## src/rtl/vga_overlay_pkg.sv

```systemverilog
// Shared types, widths and arithmetic helpers for the VGA overlay blocks.
package vga_overlay_pkg;

  localparam int COLOR_W = 12;
  localparam int COORD_W = 10;
  localparam int STICK_W = 8;

  localparam logic [COLOR_W-1:0] KEY_COLOR_DEFAULT    = 12'h000;
  localparam logic [COLOR_W-1:0] CENTER_COLOR_DEFAULT = 12'h888;
  localparam logic [STICK_W-1:0] STICK_CENTER_DEFAULT = 8'd128;

  typedef enum logic [1:0] {
    CAL_IDLE  = 2'd0,
    CAL_ACCUM = 2'd1,
    CAL_APPLY = 2'd2
  } cal_state_t;

  // Screen offset for a raw reading: 3/8 of the deflection, zero inside the deadzone.
  function automatic logic [COORD_W-1:0] stick_offset(input logic [STICK_W-1:0] raw,
                                                      input logic [STICK_W-1:0] center,
                                                      input int deadzone);
    logic [STICK_W-1:0] d;
    d = (raw >= center) ? raw - center : center - raw;
    if (int'(d) <= deadzone) return '0;
    return COORD_W'(d >> 2) + COORD_W'(d >> 3);
  endfunction

  // Addition clamped to the highest legal sprite edge.
  function automatic logic [COORD_W-1:0] sat_add(input logic [COORD_W-1:0] a,
                                                 input logic [COORD_W-1:0] b,
                                                 input logic [COORD_W:0]   limit);
    logic [COORD_W:0] s;
    s = {1'b0, a} + {1'b0, b};
    return (s > limit) ? limit[COORD_W-1:0] : s[COORD_W-1:0];
  endfunction

  // Subtraction clamped at the screen edge instead of wrapping.
  function automatic logic [COORD_W-1:0] sat_sub(input logic [COORD_W-1:0] a,
                                                 input logic [COORD_W-1:0] b);
    return (a < b) ? '0 : a - b;
  endfunction

endpackage

```

## src/rtl/stick_channel.sv

```systemverilog
// One analog-stick sprite: center register, offset arithmetic, per-frame
// position latch, hit test, ROM addressing and the hit alignment stage.
module stick_channel
  import vga_overlay_pkg::*;
#(
  parameter int                 SPRITE_SIZE  = 70,
  parameter logic [COORD_W-1:0] ORIGIN_X     = 10'd64,
  parameter logic [COORD_W-1:0] ORIGIN_Y     = 10'd223,
  parameter int                 DEADZONE     = 3,
  parameter logic [COLOR_W-1:0] KEY_COLOR    = KEY_COLOR_DEFAULT,
  parameter logic [COLOR_W-1:0] CENTER_COLOR = CENTER_COLOR_DEFAULT,
  parameter bit                 CENTER_EN    = 1'b1
) (
  input  logic               clk,
  input  logic               rst_n,
  input  logic [COORD_W-1:0] x,
  input  logic [COORD_W-1:0] y,
  input  logic               frame_start,
  input  logic [STICK_W-1:0] raw_x,
  input  logic [STICK_W-1:0] raw_y,
  input  logic               center_load,
  input  logic [STICK_W-1:0] center_x_new,
  input  logic [STICK_W-1:0] center_y_new,
  input  logic [COLOR_W-1:0] rom_data,
  output logic [COORD_W-1:0] rom_col,
  output logic [COORD_W-1:0] rom_row,
  output logic               drawn,
  output logic               center_hit
);

  localparam logic [COORD_W:0] POS_MAX  = (COORD_W+1)'(2**COORD_W - 1 - SPRITE_SIZE);
  localparam logic [COORD_W:0] SIZE_EXT = (COORD_W+1)'(SPRITE_SIZE);

  logic [STICK_W-1:0] center_x, center_y;
  logic [COORD_W-1:0] left, top;
  logic [COORD_W-1:0] off_x, off_y;
  logic               hit, hit_q;

  assign off_x = stick_offset(raw_x, center_x, DEADZONE);
  assign off_y = stick_offset(raw_y, center_y, DEADZONE);

  // Calibrated center, replaced only when the calibration result is applied.
  // NOTE: sequential state uses <= so every register samples pre-edge values;
  // here the position latch below still sees the old center in the load cycle.
  always_ff @(posedge clk or negedge rst_n) begin
    if (!rst_n) begin
      center_x <= STICK_CENTER_DEFAULT;
      center_y <= STICK_CENTER_DEFAULT;
    end else if (center_load) begin
      center_x <= center_x_new;
      center_y <= center_y_new;
    end
  end

  // Sprite position, moved only at frame boundaries so a frame never tears.
  // Screen Y grows downward while raw Y grows upward, hence the swapped signs.
  always_ff @(posedge clk or negedge rst_n) begin
    if (!rst_n) begin
      left <= ORIGIN_X;
      top  <= ORIGIN_Y;
    end else if (frame_start) begin
      left <= (raw_x >= center_x) ? sat_add(ORIGIN_X, off_x, POS_MAX) : sat_sub(ORIGIN_X, off_x);
      top  <= (raw_y >= center_y) ? sat_sub(ORIGIN_Y, off_y) : sat_add(ORIGIN_Y, off_y, POS_MAX);
    end
  end

  assign rom_col = x - left;
  assign rom_row = y - top;

  assign hit = ({1'b0, left} < {1'b0, x}) && ({1'b0, x} < ({1'b0, left} + SIZE_EXT)) &&
               ({1'b0, top}  < {1'b0, y}) && ({1'b0, y} < ({1'b0, top}  + SIZE_EXT));

  // Delay the hit by one cycle so it lines up with the synchronous ROM data.
  always_ff @(posedge clk or negedge rst_n) begin
    if (!rst_n) hit_q <= 1'b0;
    else        hit_q <= hit;
  end

  assign drawn      = hit_q && (rom_data != KEY_COLOR) && (rom_data != CENTER_COLOR);
  assign center_hit = CENTER_EN && hit_q && (rom_data == CENTER_COLOR);

endmodule

```

## src/rtl/stick_overlay_engine.sv

```systemverilog
// Analog-stick overlay: per-stick sprite channels, multi-frame center
// calibration and the fixed-priority pixel mux feeding the top-level video mux.
module stick_overlay_engine
  import vga_overlay_pkg::*;
#(
  parameter int                            NUM_STICKS   = 2,
  parameter int                            SPRITE_SIZE  = 70,
  parameter logic [COORD_W*NUM_STICKS-1:0] ORIGIN_X     = {10'd221, 10'd64},
  parameter logic [COORD_W*NUM_STICKS-1:0] ORIGIN_Y     = {10'd232, 10'd223},
  parameter int                            DEADZONE     = 3,
  parameter int                            CAL_LOG2     = 3,
  parameter logic [COLOR_W-1:0]            KEY_COLOR    = KEY_COLOR_DEFAULT,
  parameter logic [COLOR_W-1:0]            CENTER_COLOR = CENTER_COLOR_DEFAULT,
  parameter logic [NUM_STICKS-1:0]         CENTER_MASK  = 2'b01
) (
  input  logic                            clk,
  input  logic                            rst_n,
  input  logic [COORD_W-1:0]              x,
  input  logic [COORD_W-1:0]              y,
  input  logic                            frame_start,
  input  logic [STICK_W*NUM_STICKS-1:0]   stick_x,
  input  logic [STICK_W*NUM_STICKS-1:0]   stick_y,
  input  logic                            calibrate,
  output logic [COORD_W*NUM_STICKS-1:0]   rom_col,
  output logic [COORD_W*NUM_STICKS-1:0]   rom_row,
  input  logic [COLOR_W*NUM_STICKS-1:0]   rom_data,
  output logic                            overlay_on,
  output logic                            in_center,
  output logic [COLOR_W-1:0]              rgb,
  output logic                            cal_busy
);

  localparam int               SUM_W       = STICK_W + CAL_LOG2;
  localparam int               CNT_W       = CAL_LOG2 + 1;
  localparam logic [CNT_W-1:0] LAST_SAMPLE = CNT_W'(2**CAL_LOG2 - 1);

  cal_state_t         state;
  logic [CNT_W-1:0]   sample_cnt;
  logic [SUM_W-1:0]   sum_x [NUM_STICKS];
  logic [SUM_W-1:0]   sum_y [NUM_STICKS];
  logic               center_load;
  logic [NUM_STICKS-1:0] drawn, center_hit;
  logic               overlay_d, in_center_d;
  logic [COLOR_W-1:0] rgb_d;

  assign center_load = (state == CAL_APPLY);

  for (genvar i = 0; i < NUM_STICKS; i++) begin : g_ch
    stick_channel #(
      .SPRITE_SIZE (SPRITE_SIZE),
      .ORIGIN_X    (ORIGIN_X[i*COORD_W +: COORD_W]),
      .ORIGIN_Y    (ORIGIN_Y[i*COORD_W +: COORD_W]),
      .DEADZONE    (DEADZONE),
      .KEY_COLOR   (KEY_COLOR),
      .CENTER_COLOR(CENTER_COLOR),
      .CENTER_EN   (CENTER_MASK[i])
    ) u_ch (
      .clk         (clk),
      .rst_n       (rst_n),
      .x           (x),
      .y           (y),
      .frame_start (frame_start),
      .raw_x       (stick_x[i*STICK_W +: STICK_W]),
      .raw_y       (stick_y[i*STICK_W +: STICK_W]),
      .center_load (center_load),
      .center_x_new(STICK_W'(sum_x[i] >> CAL_LOG2)),
      .center_y_new(STICK_W'(sum_y[i] >> CAL_LOG2)),
      .rom_data    (rom_data[i*COLOR_W +: COLOR_W]),
      .rom_col     (rom_col[i*COORD_W +: COORD_W]),
      .rom_row     (rom_row[i*COORD_W +: COORD_W]),
      .drawn       (drawn[i]),
      .center_hit  (center_hit[i])
    );
  end

  // Calibration: sum 2^CAL_LOG2 frame samples per axis, then load the averages.
  // A calibrate pulse only matters in IDLE; the start cycle never samples.
  always_ff @(posedge clk or negedge rst_n) begin
    if (!rst_n) begin
      state      <= CAL_IDLE;
      cal_busy   <= 1'b0;
      sample_cnt <= '0;
      // NOTE: the accumulators are small register arrays, not RAM, so they are
      // reset like any other state to make an aborted calibration fully clean.
      for (int i = 0; i < NUM_STICKS; i++) begin
        sum_x[i] <= '0;
        sum_y[i] <= '0;
      end
    end else begin
      case (state)
        CAL_IDLE: begin
          if (calibrate) begin
            state      <= CAL_ACCUM;
            cal_busy   <= 1'b1;
            sample_cnt <= '0;
            for (int i = 0; i < NUM_STICKS; i++) begin
              sum_x[i] <= '0;
              sum_y[i] <= '0;
            end
          end
        end
        CAL_ACCUM: begin
          if (frame_start) begin
            for (int i = 0; i < NUM_STICKS; i++) begin
              sum_x[i] <= sum_x[i] + SUM_W'(stick_x[i*STICK_W +: STICK_W]);
              sum_y[i] <= sum_y[i] + SUM_W'(stick_y[i*STICK_W +: STICK_W]);
            end
            sample_cnt <= sample_cnt + 1'b1;
            if (sample_cnt == LAST_SAMPLE) state <= CAL_APPLY;
          end
        end
        CAL_APPLY: begin
          state    <= CAL_IDLE;
          cal_busy <= 1'b0;
        end
        default: begin
          state    <= CAL_IDLE;
          cal_busy <= 1'b0;
        end
      endcase
    end
  end

  // Priority mux: lowest index wins the colour; a center pixel is hidden
  // only by a drawn pixel of a higher-priority (lower-index) stick.
  always_comb begin
    logic blocked;
    // NOTE: every variable gets a value before any branch so no latch is inferred.
    blocked     = 1'b0;
    overlay_d   = |drawn;
    in_center_d = 1'b0;
    rgb_d       = '0;
    for (int i = 0; i < NUM_STICKS; i++) begin
      if (center_hit[i] && !blocked) in_center_d = 1'b1;
      blocked = blocked | drawn[i];
    end
    for (int i = NUM_STICKS - 1; i >= 0; i--) begin
      if (drawn[i]) rgb_d = rom_data[i*COLOR_W +: COLOR_W];
    end
  end

  // Registered pixel outputs, two cycles after the x/y that produced them.
  always_ff @(posedge clk or negedge rst_n) begin
    if (!rst_n) begin
      overlay_on <= 1'b0;
      in_center  <= 1'b0;
      rgb        <= '0;
    end else begin
      overlay_on <= overlay_d;
      in_center  <= in_center_d;
      rgb        <= rgb_d;
    end
  end

endmodule
```

## config.mk

```make
export PLATFORM = sky130hd
export DESIGN_NAME = stick_overlay_engine
export DESIGN_NICKNAME = d
export VERILOG_FILES = /design/src/rtl/vga_overlay_pkg.sv /design/src/rtl/stick_channel.sv /design/src/rtl/stick_overlay_engine.sv
export SDC_FILE = /design/constraint.sdc
export NUM_CORES = 1
export LEC_CHECK = 0
export CAP_MARGIN = 5
export CELL_PAD_IN_SITES_DETAIL_PLACEMENT = 0
export CELL_PAD_IN_SITES_GLOBAL_PLACEMENT = 1
export CORE_AREA = 2 2 182 184
export DETAILED_ROUTE_END_ITERATION = 7
export DIE_AREA = 0 0 184 186
export PLACE_DENSITY = 0.86
export SYNTH_ARGS = -nofsm -noshare
export SYNTH_HDL_FRONTEND = slang
export SYNTH_SLANG_ARGS = --single-unit
```

## constraint.sdc

```tcl
create_clock -name clk -period 5.9 [get_ports clk]
set_input_delay 1.475 -clock clk [delete_from_list [all_inputs] [get_ports clk]]
set_output_delay 1.475 -clock clk [all_outputs]
set_load 0.05 [all_outputs]
```

==> impl_results.md <==
- Slew Limit Headroom: ~37%
- Avg Cell Area, Syn: roughly 8.2 um2
- Vias in the first global route: between 10,000 and 15,000
- Final #Nets: 2,331
- Die Ht: 186 um
- Period utilisation layout: between 90% and 100%
- Synth Area in Simple Gates: 16.18%
- Mux share of post-synthesis cell area: about 1.4%
- Reg2Reg Depth: 21
- Starting DRC count in detailed routing: 558
- Remaining global-route overflow: 0
- Largest net degree at the start of global routing: 93
- Compound-cell area share of the yosys netlist: 22.21%
- Yosys reg bits: 136
- Critical Path RT: 4.43 ns
- Top post-synthesis cells by area: dfrtp_1 (20%), ha_1 (19%), xnor2_1 (5.4%)
- Clock-pin slew on the worst setup and hold paths: 0.06 ns
- First-pass GRT wire length: 60,940 um
- Post-synth EDFFs: 0
- WHS Path Cells: 2
- Post-route DRC: 0
- RR Startpoint: g_ch[0].u_ch.center_y[7]
- Status: completed
- Cell Area, Placed: 17,280 um2
- Post-synthesis adder-cell area fraction: 22.25%
- Gpl congestion: 0.8744
- Seq/Total Area, Yosys: 23.92%
- Avg WL per Cell: between 10 and 15 um
- Max-Cap Viols: 0
- CTS tree: built
- Clock buffer count from CTS: 17
- Synth unique cells: 82
- Post-route ant nets: 0
- CP Launch Type: input port
- Routed WL: 36,420 um
- Synth Cell Area: 14,340 um2
- Clock skew: 0.01032 ns
- Worst setup EP type: output pin
- Synth top area share: about 20%
- Final-report max-slew violation count: 0
- Min Tclk post-route: 5.638 ns
- Final Hold Fails: 0
- Hold Crit Class: register to register
- Warnings, synthesis: 0
- First-pass iteration count of the detailed router: 5
- Worst-path maximum fanout: 5
- Post-synth ARST share: 100.0%
- CTS Root Cell: clkbuf_16
- FF-to-FF End: g_ch[0].u_ch.top[8]
- Ant diodes: 0
- Most frequent cell after synthesis: ha_1
- HP Start: sum_x[11]
- Worst slew pin tran: 0.9468 ns
- Port Buffers: 134
- Synthesis-to-finish area growth: 25.17%
- FP Rows: 66
- Synth Area in XOR/XNOR: under 10%
- Reg2reg setup slack: roughly 1.4 ns
- Synth top cells by count: ha_1 (223), inv_1 (195), nand2_1 (191), o21ai_0 (140), dfrtp_1 (114)
- Post-route cell area: 17,950 um2
- WS Path Type: input port to output pin
- Die area: 34,220 um2
- Setup violations, final: 0
- Mapped Nets: between 2,000 and 2,500
- Crit path arrival time: 4.16 ns
- Worst Hold Path EP: sum_x[11]
- Setup TNS: 0 ns
- Vias per cell: 5.392
- Initial antenna violation count: 0
- Share of cells above drive strength 1: ~14%
- Main synth FF type: dfrtp_1
- Vias: 13,100
- Overall Global Routing Usage: a little over a fifth
- Hpwl dp: 29,180 um
- Largest family of logic cells by synthesized area: adder cells
- Mapped Cells: 1,747
- CTS H-tree depth: 4
- Cell taking the most area after synthesis: dfrtp_1
- Peak Freq: 177.4 MHz
- CORE AREA: 32,210 um2
- I/O pin cnt: 135
- Num Clock Sinks: 136
- Unrepaired setup endpoints after global routing: true
- Starting Density: between 40% and 50%
- Max clock buf depth: 2
- Die Wd: 184 um
- Clock Latency Late Sink: 0.43 ns
## area by class of cell
type,count,area (um2)
clock inverters,15,158.9
fillers,3008,14260
inverters,196,735.7
well taps,408,510.5
flip-flops and latches,136,3431
multi-input cells,1367,10070
clock buffers,17,425.4
repair buffers,290,2616
## placed cells by master (no fill, tap or decap), drive strengths merged, types with 7 or more instances in the layout
cell type	instances
ha	223
inv	203
nand2	191
buf	180
o21ai	141
dfrtp	114
a21oi	113
clkdlybuf4s50	110
nor2	97
xnor2	88
nand3	44
a21o	41
xor2	35
o21bai	27
nor3	27
a211oi	24
nor2b	23
dfstp	22
nand4	20
fa	20
a21boi	20
a31oi	18
clkbuf	17
or3	16
mux2i	16
nand2b	14
o21a	13
o211ai	12
and3	11
a31o	10
o2111ai	9
a22o	9
and2	8
o31ai	8
and4	7
or4	7
o311ai	7
## worst max-delay path by stage
stage | slack [ns] | endpoint | startpoint | cells after the start
2_1_floorplan | 0.17 | g_ch[1].u_ch.left[5] | stick_x[8] | 25
3_3_place_gp | -0.11 | g_ch[1].u_ch.left[8] | stick_x[8] | 23
3_5_place_dp | -0.38 | g_ch[1].u_ch.left[5] | stick_x[8] | 24
4_1_cts | 0.06 | g_ch[1].u_ch.left[5] | stick_x[8] | 24
5_1_grt | -0.11 | g_ch[1].u_ch.left[6] | stick_x[8] | 25
6_report | 0.26 | rom_row[18] | y[1] | 12
## routing by layer
metal	GRT usage, %	vias to the layer above	share of wire, %
met5	0	-	0
met4	5.440	0	1.6
met3	3.150	32	4.0
met2	36.69	273	46
met1	28.78	6156	48
li1	-	6636	-
## critical path, stage by stage
cell	delay (ns)
clkdlybuf4s50_1	0.60
inv_1	0.15
fa_1	0.48
nor2b_1	0.12
o21ai_0	0.10
a21boi_1	0.20
o21ai_0	0.15
a21boi_1	0.23
o21a_1	0.18
nor2_1	0.06
xnor2_1	0.24
buf_12	0.18
## metrics by stage
stage / std cells / utilization [%] / hold slack [ns] / setup WS [ns]
finish: 2429 / 55.73 / 0.4790 / 0.2623
global route: 2429 / 55.73 / 0.5081 / -0.1063
CTS: 2429 / 55.47 / 0.4813 / 0.06368
detailed placement: 2397 / 53.66 / 0.4664 / -0.3820
global placement: 2397 / 53.66 / 0.4550 / -0.1131
floorplan: 1747 / - / 0.4412 / 0.1666
## logic make-up (layout without fill, tap and decap cells)
| family | count (synthesis) | in the layout |
|---|---|---|
| AOI/OAI and AO/OA | 492 | 492 |
| xor gates and xnor gates | 123 | 123 |
| buffers and inverters | 244 | 518 |
| muxes | 19 | 19 |
| DFF | 136 | 136 |
| and+or+nand+nor | 490 | 490 |
| adders and majority gates | 243 | 243 |
## sequential cells by signal (all words and copies together), names as in the netlist
signal / flops
cal_busy: 1
g_ch.u_ch.center_x: 16
g_ch.u_ch.center_y: 16
g_ch.u_ch.hit_q: 2
g_ch.u_ch.left: 19
g_ch.u_ch.top: 18
in_center: 1
overlay_on: 1
rgb: 12
sample_cnt: 4
state: 2
sum_x: 22
sum_y: 22
## repair_timing
action	4_1_cts	5_1_grt
hold buffers	0	0
buffers inserted	0	0
setup endpoints to repair	0	20
resized for setup	0	25
endpoints found under the hold margin	0	0
Power is left out: the tool's default activity adds up to more than one toggle a clock period on the data nets, which glitch-free logic cannot reach.
